<file path="src/rtl/datapath_core_if.sv">
// ---------------------------------------------------------------------------
// datapath_core_if
//   Bundles every signal passed between the processor control FSM and the
//   execution datapath. Clock and reset are not part of the bundle.
//
//   master : control FSM side. It drives the register-file, ALU and PC
//            controls and observes the read data, ALU result/flags and PC.
//   slave  : datapath side (datapath_core).
//
//   Signals
//     read_en, ra_num, rb_num        register-file read request
//     write_en, rc_num, wr_data      register-file write request
//     reg_a_data, reg_b_data         registered read-port data
//     operand_a, operand_b, alu_fsl  ALU operands and function select
//     result_low, mul_high, alu_sreg ALU result bytes and flags {V,S,C,Z}
//     jump, jump_line, hold          PC control
//     pc_current, pc_next            PC register and its next value
// ---------------------------------------------------------------------------
interface datapath_core_if;
  logic       read_en;
  logic       write_en;
  logic [2:0] ra_num;
  logic [2:0] rb_num;
  logic [2:0] rc_num;
  logic [7:0] wr_data;
  logic [7:0] reg_a_data;
  logic [7:0] reg_b_data;
  logic [7:0] operand_a;
  logic [7:0] operand_b;
  logic [3:0] alu_fsl;
  logic [7:0] result_low;
  logic [7:0] mul_high;
  logic [3:0] alu_sreg;
  logic       jump;
  logic [7:0] jump_line;
  logic       hold;
  logic [7:0] pc_current;
  logic [7:0] pc_next;

  modport master (
    output read_en, write_en, ra_num, rb_num, rc_num, wr_data,
    output operand_a, operand_b, alu_fsl,
    output jump, jump_line, hold,
    input  reg_a_data, reg_b_data,
    input  result_low, mul_high, alu_sreg,
    input  pc_current, pc_next
  );

  modport slave (
    input  read_en, write_en, ra_num, rb_num, rc_num, wr_data,
    input  operand_a, operand_b, alu_fsl,
    input  jump, jump_line, hold,
    output reg_a_data, reg_b_data,
    output result_low, mul_high, alu_sreg,
    output pc_current, pc_next
  );
endinterface

</file>
<file path="src/rtl/datapath_core.sv">
// ---------------------------------------------------------------------------
// datapath_core
//   Execution datapath of the 8-bit core: a combinational 16-function ALU,
//   an 8 x 8-bit register file (two registered read ports, one write port
//   plus the MUL high-byte write) and the 8-bit program counter.
//
//   Ports
//     clk    system clock, all state changes on the rising edge
//     rst_n  synchronous active-low reset; clears registers, read ports, PC
//     bus    datapath_core_if.slave (see the interface for the signal list)
//
//   Configuration
//     DATAPATH_MUL_EN  when defined, function 1000 is an unsigned 8x8 multiply
//                      whose high byte is also written to R[rc_num+1].
//                      When undefined, function 1000 yields zero with only
//                      Z set, and no multiplier is built.
// ---------------------------------------------------------------------------
module datapath_core (
  input  logic             clk,
  input  logic             rst_n,
  datapath_core_if.slave   bus
);

  typedef enum logic [3:0] {
    OP_ADD  = 4'b0000,
    OP_SUB  = 4'b0001,
    OP_AND  = 4'b0010,
    OP_OR   = 4'b0011,
    OP_XOR  = 4'b0100,
    OP_NOT  = 4'b0101,
    OP_SHL  = 4'b0110,
    OP_SHR  = 4'b0111,
    OP_MUL  = 4'b1000,
    OP_INC  = 4'b1001,
    OP_DEC  = 4'b1010,
    OP_NAND = 4'b1011,
    OP_NOR  = 4'b1100,
    OP_ROL  = 4'b1101,
    OP_ROR  = 4'b1110,
    OP_CMP  = 4'b1111
  } aluOp_e;

  logic [7:0] regFile [8];
  logic [7:0] regA;
  logic [7:0] regB;
  logic [7:0] pcReg;
  logic [7:0] pcNext;

  logic [7:0] opA;
  logic [7:0] opB;
  logic [8:0] sumAB;
  logic [8:0] diffAB;
  logic [8:0] incA;
  logic [8:0] decA;
  logic [7:0] resultLow;
  logic [7:0] mulHigh;
  logic       carryFlag;
  logic       overflowFlag;
  logic       zeroFlag;
  logic       signFlag;

  assign opA    = bus.operand_a;
  assign opB    = bus.operand_b;

  // The ninth bit of each 9-bit sum/difference is the carry or the borrow.
  assign sumAB  = {1'b0, opA} + {1'b0, opB};
  assign diffAB = {1'b0, opA} - {1'b0, opB};
  assign incA   = {1'b0, opA} + 9'd1;
  assign decA   = {1'b0, opA} - 9'd1;

`ifdef DATAPATH_MUL_EN
  logic [15:0] product;
  assign product = {8'h00, opA} * {8'h00, opB};
`endif

  // ALU: result, carry and overflow per function; Z and S come from the
  // low byte except for MUL, which judges them on the full 16-bit product.
  always_comb begin
    resultLow    = 8'h00;
    mulHigh      = 8'h00;
    carryFlag    = 1'b0;
    overflowFlag = 1'b0;
    case (bus.alu_fsl)
      OP_ADD: begin
        resultLow    = sumAB[7:0];
        carryFlag    = sumAB[8];
        overflowFlag = (opA[7] == opB[7]) && (sumAB[7] != opA[7]);
      end
      OP_SUB, OP_CMP: begin
        resultLow    = diffAB[7:0];
        carryFlag    = diffAB[8];
        overflowFlag = (opA[7] != opB[7]) && (diffAB[7] != opA[7]);
      end
      OP_AND:  resultLow = opA & opB;
      OP_OR:   resultLow = opA | opB;
      OP_XOR:  resultLow = opA ^ opB;
      OP_NOT:  resultLow = ~opA;
      OP_SHL: begin
        resultLow = {opA[6:0], 1'b0};
        carryFlag = opA[7];
      end
      OP_SHR: begin
        resultLow = {1'b0, opA[7:1]};
        carryFlag = opA[0];
      end
      OP_MUL: begin
`ifdef DATAPATH_MUL_EN
        resultLow = product[7:0];
        mulHigh   = product[15:8];
        carryFlag = (product[15:8] != 8'h00);
`else
        resultLow = 8'h00;
        mulHigh   = 8'h00;
`endif
      end
      OP_INC: begin
        resultLow    = incA[7:0];
        carryFlag    = incA[8];
        overflowFlag = (opA == 8'h7F);
      end
      OP_DEC: begin
        resultLow    = decA[7:0];
        carryFlag    = decA[8];
        overflowFlag = (opA == 8'h80);
      end
      OP_NAND: resultLow = ~(opA & opB);
      OP_NOR:  resultLow = ~(opA | opB);
      OP_ROL: begin
        resultLow = {opA[6:0], opA[7]};
        carryFlag = opA[7];
      end
      OP_ROR: begin
        resultLow = {opA[0], opA[7:1]};
        carryFlag = opA[0];
      end
      default: resultLow = 8'h00;
    endcase

    zeroFlag = (resultLow == 8'h00);
    signFlag = resultLow[7];
`ifdef DATAPATH_MUL_EN
    if (bus.alu_fsl == OP_MUL) begin
      zeroFlag = (product == 16'h0000);
      signFlag = product[15];
    end
`endif
  end

  assign bus.result_low = resultLow;
  assign bus.mul_high   = mulHigh;
  assign bus.alu_sreg   = {overflowFlag, signFlag, carryFlag, zeroFlag};

  // Register file. Reads sample the array before this edge's write lands,
  // so a same-edge read and write of one register returns the old value.
  // A MUL writeback also drops the high byte into the next register up,
  // wrapping R7 -> R0 through the 3-bit index arithmetic.
  always_ff @(posedge clk) begin
    if (!rst_n) begin
      regFile <= '{default: 8'h00};
      regA    <= 8'h00;
      regB    <= 8'h00;
    end else begin
      if (bus.read_en) begin
        regA <= regFile[bus.ra_num];
        regB <= regFile[bus.rb_num];
      end
      if (bus.write_en) begin
        regFile[bus.rc_num] <= bus.wr_data;
`ifdef DATAPATH_MUL_EN
        if (bus.alu_fsl == OP_MUL) begin
          regFile[bus.rc_num + 3'd1] <= mulHigh;
        end
`endif
      end
    end
  end

  assign bus.reg_a_data = regA;
  assign bus.reg_b_data = regB;

  // Program counter: jump beats hold beats increment; 8-bit add wraps 255 -> 0.
  assign pcNext = bus.jump ? bus.jump_line :
                  bus.hold ? pcReg         :
                             pcReg + 8'd1;

  always_ff @(posedge clk) begin
    if (!rst_n) begin
      pcReg <= 8'h00;
    end else begin
      pcReg <= pcNext;
    end
  end

  assign bus.pc_current = pcReg;
  assign bus.pc_next    = pcNext;

endmodule

</file>
<file path="src/flat_wrapper.sv">
// flat-port wrapper written by rule: the top's interface ports become plain ports
module datapath_core_flat 
  (clk, rst_n, bus_read_en, bus_write_en, bus_ra_num, bus_rb_num, bus_rc_num, bus_wr_data, bus_operand_a, bus_operand_b, bus_alu_fsl, bus_jump, bus_jump_line, bus_hold, bus_reg_a_data, bus_reg_b_data, bus_result_low, bus_mul_high, bus_alu_sreg, bus_pc_current, bus_pc_next);
  datapath_core_if bus_i ();
  input  logic clk;
  input  logic rst_n;
  input wire logic [$bits(bus_i.read_en)-1:0] bus_read_en;
  input wire logic [$bits(bus_i.write_en)-1:0] bus_write_en;
  input wire logic [$bits(bus_i.ra_num)-1:0] bus_ra_num;
  input wire logic [$bits(bus_i.rb_num)-1:0] bus_rb_num;
  input wire logic [$bits(bus_i.rc_num)-1:0] bus_rc_num;
  input wire logic [$bits(bus_i.wr_data)-1:0] bus_wr_data;
  input wire logic [$bits(bus_i.operand_a)-1:0] bus_operand_a;
  input wire logic [$bits(bus_i.operand_b)-1:0] bus_operand_b;
  input wire logic [$bits(bus_i.alu_fsl)-1:0] bus_alu_fsl;
  input wire logic [$bits(bus_i.jump)-1:0] bus_jump;
  input wire logic [$bits(bus_i.jump_line)-1:0] bus_jump_line;
  input wire logic [$bits(bus_i.hold)-1:0] bus_hold;
  output wire logic [$bits(bus_i.reg_a_data)-1:0] bus_reg_a_data;
  output wire logic [$bits(bus_i.reg_b_data)-1:0] bus_reg_b_data;
  output wire logic [$bits(bus_i.result_low)-1:0] bus_result_low;
  output wire logic [$bits(bus_i.mul_high)-1:0] bus_mul_high;
  output wire logic [$bits(bus_i.alu_sreg)-1:0] bus_alu_sreg;
  output wire logic [$bits(bus_i.pc_current)-1:0] bus_pc_current;
  output wire logic [$bits(bus_i.pc_next)-1:0] bus_pc_next;
  assign bus_i.read_en = bus_read_en;
  assign bus_i.write_en = bus_write_en;
  assign bus_i.ra_num = bus_ra_num;
  assign bus_i.rb_num = bus_rb_num;
  assign bus_i.rc_num = bus_rc_num;
  assign bus_i.wr_data = bus_wr_data;
  assign bus_i.operand_a = bus_operand_a;
  assign bus_i.operand_b = bus_operand_b;
  assign bus_i.alu_fsl = bus_alu_fsl;
  assign bus_i.jump = bus_jump;
  assign bus_i.jump_line = bus_jump_line;
  assign bus_i.hold = bus_hold;
  assign bus_reg_a_data = bus_i.reg_a_data;
  assign bus_reg_b_data = bus_i.reg_b_data;
  assign bus_result_low = bus_i.result_low;
  assign bus_mul_high = bus_i.mul_high;
  assign bus_alu_sreg = bus_i.alu_sreg;
  assign bus_pc_current = bus_i.pc_current;
  assign bus_pc_next = bus_i.pc_next;
  datapath_core u_core (.clk(clk), .rst_n(rst_n), .bus(bus_i));
endmodule
</file>
<file path="config.mk">
export PLATFORM = sky130hd
export DESIGN_NAME = datapath_core_flat
export DESIGN_NICKNAME = d
export VERILOG_FILES = /design/src/rtl/datapath_core_if.sv /design/src/rtl/datapath_core.sv /design/src/flat_wrapper.sv
export SDC_FILE = /design/constraint.sdc
export NUM_CORES = 1
export LEC_CHECK = 0
export ABC_AREA = 0
export CAP_MARGIN = 15
export CELL_PAD_IN_SITES_DETAIL_PLACEMENT = 0
export CELL_PAD_IN_SITES_GLOBAL_PLACEMENT = 1
export CORE_ASPECT_RATIO = 0.9
export CORE_MARGIN = 2
export CORE_UTILIZATION = 44
export DETAILED_ROUTE_END_ITERATION = 6
export HOLD_SLACK_MARGIN = 0.08
export PLACE_DENSITY = 0.89
export SYNTH_ARGS = -nofsm -noshare
export SYNTH_HDL_FRONTEND = slang
export SYNTH_SLANG_ARGS = --single-unit
export TNS_END_PERCENT = 30
</file>
<file path="constraint.sdc">
create_clock -name clk -period 8.7 [get_ports clk]
set_clock_uncertainty 0.15 [all_clocks]
set_input_delay 1.305 -clock clk [delete_from_list [all_inputs] [get_ports clk]]
set_output_delay 1.305 -clock clk [all_outputs]
set_load 0.03 [all_outputs]
</file>
==> metrics.txt, run 1 <==
outcome=finished clean; die width=around 130 um; nets=about 930; port bufs=94; largest family of logic cells by synthesized area=compound AO/OA/AOI/OAI gates; gpl congestion=0.922; max incr delay on CP=around 0.77 ns; final setup fails=0; crit end category=primary output; top cell type's share of synthesized area=between 20% and 30%; CTS resizes=0; Post-synth EDFFs=0; synth top area cells=dfxtp_1, mux4_2, nand2_1; vias in the first global route=approximately 5700; Cell variety after synth=77; DIE AREA=about 16000 um2; DRT Pass-1 Iters=5; ys async rst share=0%; Starting Density=between 40% and 50%; TNS Setup=0 ns; Synth Flop Type=dfxtp_1; Least-Margin Pin Slew=1.05 ns; worst path bufs/invs=3; fin crit share=between 70% and 80%; post-synthesis compound-gate area fraction=~22%; max-cap viol count=0; grt total ovfl=0; Slew HR=30.0%; Synth Area in XOR/XNOR=~2.6%; number of vias per cell=between 5 and 6; Lkg Pwr=roughly 3 nW; CTS sink cnt=just under 90; CP Max Fanout=12; Hold Vio Cnt, Final=0; worst skew pair latency=0.35 ns; sequential share of the synthesized area=about a quarter; fin util=about 53%; H-Tree Level Count=3; pre-CTS WS=approximately 2.1 ns; CP top delay family=buffers and inverters; pwr/cell area=144 nW/um2; Setup Fix Bufs, Post-CTS=0; DR WL/cell=roughly 19 um; Mapped Area=between 6000 and 7000 um2; Startpoint Class=input pin; synth warn=0; initial antenna violation count=0; DPL Wire Length=roughly 14000 um; required time of the critical path=7.24 ns; CTS Root Cell=clkbuf_16; filler cell count in the final layout=1401; layout cells sized above 1=8.25%; crit path cell chain=clkdlybuf4s50_1, inv_1, ha_1, mux2_4, o211a_1, a2111oi_4, a311oi_1, and3_4, nor4b_2, nor4b_2, clkdlybuf4s50_1; final WL=slightly below 20000 um; max-slew violation count=0; FMAX=around 0.15 GHz; post-synth top area cell=dfxtp_1; Synth Register Bits=88; Cells after Synth=around 790; Iter 0 DRT Violations=between 700 and 800; post-route minimum period=6.68 ns; commonest non-fill, non-tap cell in the layout=nand2_1; HP Class=register to register; Post-Synth Adder-Cell Area=5.90%; Clock Pin Slew Worst Setup and Hold Paths=0.07 ns; FF/Latch Area=roughly 1800 um2; gr usage total=roughly a quarter; VDD IR max=0.000104 V; CTS tree=done; RSZ-0062 raised after global routing=false; syn avg cell area=8.35 um2; vias=~6200; Inserted Clock Buffers=9; io pins=~100; CTS max path bufs=2; CORE AREA=14700 um2; pin count of the biggest net entering global routing=around 90; # hold bufs at CTS=0; multi-input logic area=between 4000 and 5000 um2; Post-Synth Simple-Gate Area=a little over a fifth; Post-DRT Antenna Nets=0; P&R area growth vs syn=18.7%; Crit Path Category=input pin to primary output; global-route wire length before repair=a little over 30000 um; DRC Markers=0; slack of the critical path=about 2.0 ns; slowest CP cell=clkdlybuf4s50_1; Die Ht=approximately 120 um; Core Rows=42; worst path arrival time=approximately 5.2 ns; most frequent cells in the layout=nand2_1, clkdlybuf4s50_1, dfxtp_1, a21boi_0, nor2_1; mux cell area share after synthesis=about 15%; antenna cells=0
## registers in the layout, indices dropped and copies added (netlist names)
register	flops
u_core.bus.pc_current	8
u_core.bus.reg_b_data	8
u_core.bus.reg_a_data	8
u_core.regFile	64
## routing by layer
layer	part of all wire (%)	wire, um	vias up	track usage, %
met3	6.6	1290	37	4.53
met4	2.3	441	0	7.85
met5	0	0	-	0
met2	46	8900	250	37.9
met1	45	8800	2956	33.8
li1	-	-	2922	-
## path summary, 6_finish.rpt
path / end / slack (ns) / cells after the start / start
worst max-delay path: bus_alu_sreg[0] / 2.02 / 11 / bus_operand_a[4]
worst min-delay path: u_core.regFile[1] / 0.33 / 2 / u_core.regFile[1]
worst max register to register: u_core.bus.pc_current[7] / 7.04 / 6 / u_core.bus.pc_current[2]
worst min register to register: u_core.regFile[1] / 0.33 / 2 / u_core.regFile[1]
## power by group
group	leakage [nW]	internal (mW)	switching, mW
clock	0.152	0.238	0.165
combinational	2.16	0.124	0.177
sequential	0.716	0.415	0.00847
## cell usage after synthesis (all sizes together), types with 3 or more instances
master / instances
nor2b: 10
o21bai: 3
ha: 28
and3: 10
nand3: 17
o32ai: 3
xnor2: 12
mux4: 32
a22oi: 3
nand3b: 3
a211oi: 3
nor3: 10
a221oi: 7
nor4: 3
clkbuf: 26
o211a: 17
a21boi: 64
inv: 27
dfxtp: 88
nor2: 33
o21ai: 22
o221ai: 3
mux2i: 19
o2bb2ai: 3
and2: 9
or2: 3
o31ai: 4
a21oi: 26
mux2: 4
xor2: 8
nand2b: 11
buf: 41
nand2: 177
nand4: 5
nor3b: 4
o22ai: 10
nor4b: 3
a31oi: 5
## tightest hold or removal path, stage by stage (launching register included)
cell and delay [ns]:
dfxtp_1 0.32, nand2_1 0.05, a21boi_0 0.06
## logic make-up (layout without fill, tap and decap cells)
| logic type | count (synthesis) | in the layout |
|---|---|---|
| AO/OA/AOI/OAI | 195 | 195 |
| XOR/XNOR | 20 | 20 |
| adder cells (fa/ha/maj) | 30 | 30 |
| buffers and inverters | 94 | 143 |
| flip-flops | 88 | 88 |
| multiplexers | 55 | 55 |
| other | 1 | 8 |
| AND/OR/NAND/NOR | 309 | 309 |
## stage by stage
step / hold slack (ns) / std cells / power [mW] / instance area, um2
final: 0.327 / 1046 / 1.13 / 7850
after global placement: 0.310 / 1031 / 0.728 / 7540
after global routing: 0.347 / 1046 / 1.17 / 7850
after floorplan: 0.300 / 799 / 0.630 / 6640
after detailed placement: 0.316 / 1031 / 0.728 / 7540
after CTS: 0.328 / 1046 / 1.13 / 7850
## area by class of cell
| class | instances | area share [%] |
|---|---|---|
| inverter | 27 | 1.29 |
| multi-input combinational | 617 | 56.6 |
| tap | 198 | 3.16 |
| clock inverter | 4 | 0.670 |
| clock buffer | 11 | 3.22 |
| sequential | 88 | 22.5 |
| timing repair buffer | 101 | 12.6 |
Note: power is estimated with default switching activity, not from simulation.
==> run 2, diff against run 1 <==
- CORE_UTILIZATION: 44 -> 41
- PLACE_DENSITY: 0.89 -> 0.84
- clock period: 8.7 -> 6.9 ns (I/O delays scaled with it)
==> run 2 against run 1 <==
Compared with the run above:
- sequential cell count did not move
- sequential share of layout area decreased by 0.10 points
- global-route usage decreased by 0.26 points
- power grew 23%
- utilization fell by 4.0 points
- final cell count increased by 1.5%
- sequential power up 26%
- non-clock buffer count increased by 6
- first-iteration DRC count fell by 14%
- via count rose by 0.54%
- clock-buffer cell count grew 1
==> metrics.txt, run 2 (same netlist as run 1, synthesis figures left out) <==
hold path cells=2 (unchanged); DRC Markers=0 (unchanged); Post-DP Area=7600 um2 (+0.75%); max reg flops=64 (unchanged); H-Tree Level Count=3 (unchanged); post-route minimum period=around 6.2 ns; fin util=49.4% (-4.0 points); grt total ovfl=0 (unchanged); vias in the first global route=5872 (+2.9%); max-slew violation count=0 (unchanged); DIE AREA=17200 um2 (+7.1%); Least-Margin Pin Slew=1.22 ns (+0.169 ns); required time of the critical path=5.71 ns (-1.53 ns); Crit Path Category=input pin to primary output; Core Rows=44 (+4.8%); final WL=20300 um (+4.4%); FMAX=0.162 GHz; global-route wire length before repair=32200 um (+4.1%); Inserted Clock Buffers=9 (unchanged); CTS Root Cell=clkbuf_16; layout cells sized above 1=8.89% (+0.63 points); RSZ-0062 raised after global routing=false; pre-CTS WS=0.843 ns (-1.24 ns); commonest non-fill, non-tap cell in the layout=nand2_1; fin crit share=between 80% and 90%; Startpoint Class=input pin; gpl congestion=0.999 (+8.3%); CORE AREA=16000 um2 (+8.5%); crit end category=primary output; Biggest register=u_core.regFile; VDD IR max=0.000112 V (+8.0%); most frequent cells in the layout=nand2_1, clkdlybuf4s50_1, dfxtp_1, a21boi_0, nor2_1; CTS sink cnt=88 (unchanged); vias=6198 (+0.54%); CTS max path bufs=2 (unchanged); worst skew pair latency=0.34 ns (about the same); Lkg Pwr=3.05 nW (+0.63%); port bufs=94 (unchanged); worst path arrival time=4.98 ns (-0.24 ns); Starting Density=41.4% (-3.5 points); die width=138 um (+3.5%); CTS tree=done; DPL Wire Length=14500 um (+5.1%); design area=7880 um2 (+0.45%); Hold Vio Cnt, Final=0 (unchanged); pwr/cell area=176 nW/um2 (+22%); outcome=finished clean; Die Ht=124 um (+3.5%); r2r worst-path depth=6 (unchanged); max-cap viol count=0 (unchanged); HP Class=register to register; DR WL/cell=19.1 um (+2.8%); number of vias per cell=5.84 (-0.98%); TNS Setup=0 ns (unchanged); Setup Fix Bufs, Post-CTS=0 (unchanged); Iter 0 DRT Violations=647 (-14%); P&R area growth vs syn=19.2%; gr usage total=23.9% (-0.26 points); DRT Pass-1 Iters=7 (+2); nets=931 (+0.65%); # hold bufs at CTS=0 (unchanged); initial antenna violation count=0 (unchanged); Post-DRT Antenna Nets=0 (unchanged); Slew HR=18.4% (-12 points); slack of the critical path=0.739 ns (-1.28 ns); final setup fails=0 (unchanged); Final Power=1.38 mW (+23%); io pins=103 (unchanged); CP Max Fanout=14 (+2); pin count of the biggest net entering global routing=89 (unchanged); antenna cells=0 (unchanged); CTS resizes=0 (unchanged); Clock Pin Slew Worst Setup and Hold Paths=0.06 ns (about the same)
-- run 2: changes by cell type in the layout (fill, tap and decap cells not counted), sizes merged --
cell | before | now
clkbuf | 11 | 12
buf | 8 | 14
clkinv | 2 | 3
bufinv | 1 | 0
-- run 2: worst max-delay path: stages --
cell,delay (ns)
clkdlybuf4s50_1,0.70
inv_1,0.23
ha_1,0.21
nor3b_1,0.65
o221ai_1,0.18
o21ai_0,0.23
a311oi_1,0.19
and3_4,0.22
nor4b_2,0.30
nor4b_2,0.30
clkdlybuf4s50_1,0.72
-- run 2: cell type report --
type	instances	area [um2]
fill	1544	8090
multi-input combinational	617	4440
sequential	88	1760
timing repair buffer	107	1030
tap	207	259
clock buffer	12	256
inverter	27	101
clock inverter	4	27.5
-- run 2: final timing paths --
kind | from | endpoint | slack (ns)
max reg2reg | u_core.bus.pc_current[2] | u_core.bus.pc_current[5] | 5.22
min reg2reg | u_core.regFile[33] | u_core.regFile[33] | 0.33
max | bus_operand_a[1] | bus_alu_sreg[0] | 0.74
min | u_core.regFile[33] | u_core.regFile[33] | 0.33
-- run 2: through the flow --
| step | instances | hold slack, ns |
|---|---|---|
| final | 1062 | 0.325 |
| after global routing | 1062 | 0.338 |
| after CTS | 1062 | 0.329 |
| after detailed placement | 1046 | 0.319 |
| after global placement | 1046 | 0.312 |
| after floorplan | 799 | 0.300 |
-- run 2: report_power, final --
part           internal (mW)  switching, mW  total (mW)
Sequential             0.524         0.0107       0.534
Combinational          0.158          0.227       0.385
Clock                  0.265          0.200       0.464
Total                  0.946          0.437        1.38
-- run 2: routing by layer --
metal | share of wire [%] | GRT usage, % | vias up
li1 | - | - | 2937
met2 | 45 | 36.2 | 258
met1 | 46 | 34.8 | 2970
met5 | 0 | 0 | -
met4 | 2.1 | 6.12 | 0
met3 | 7.1 | 4.56 | 33
==> run 3, diff against run 2 <==
- CAP_MARGIN: 15 -> unset
==> results of run 3 <==
No change in the layout: final DEF, timing and power equal those of run 2.
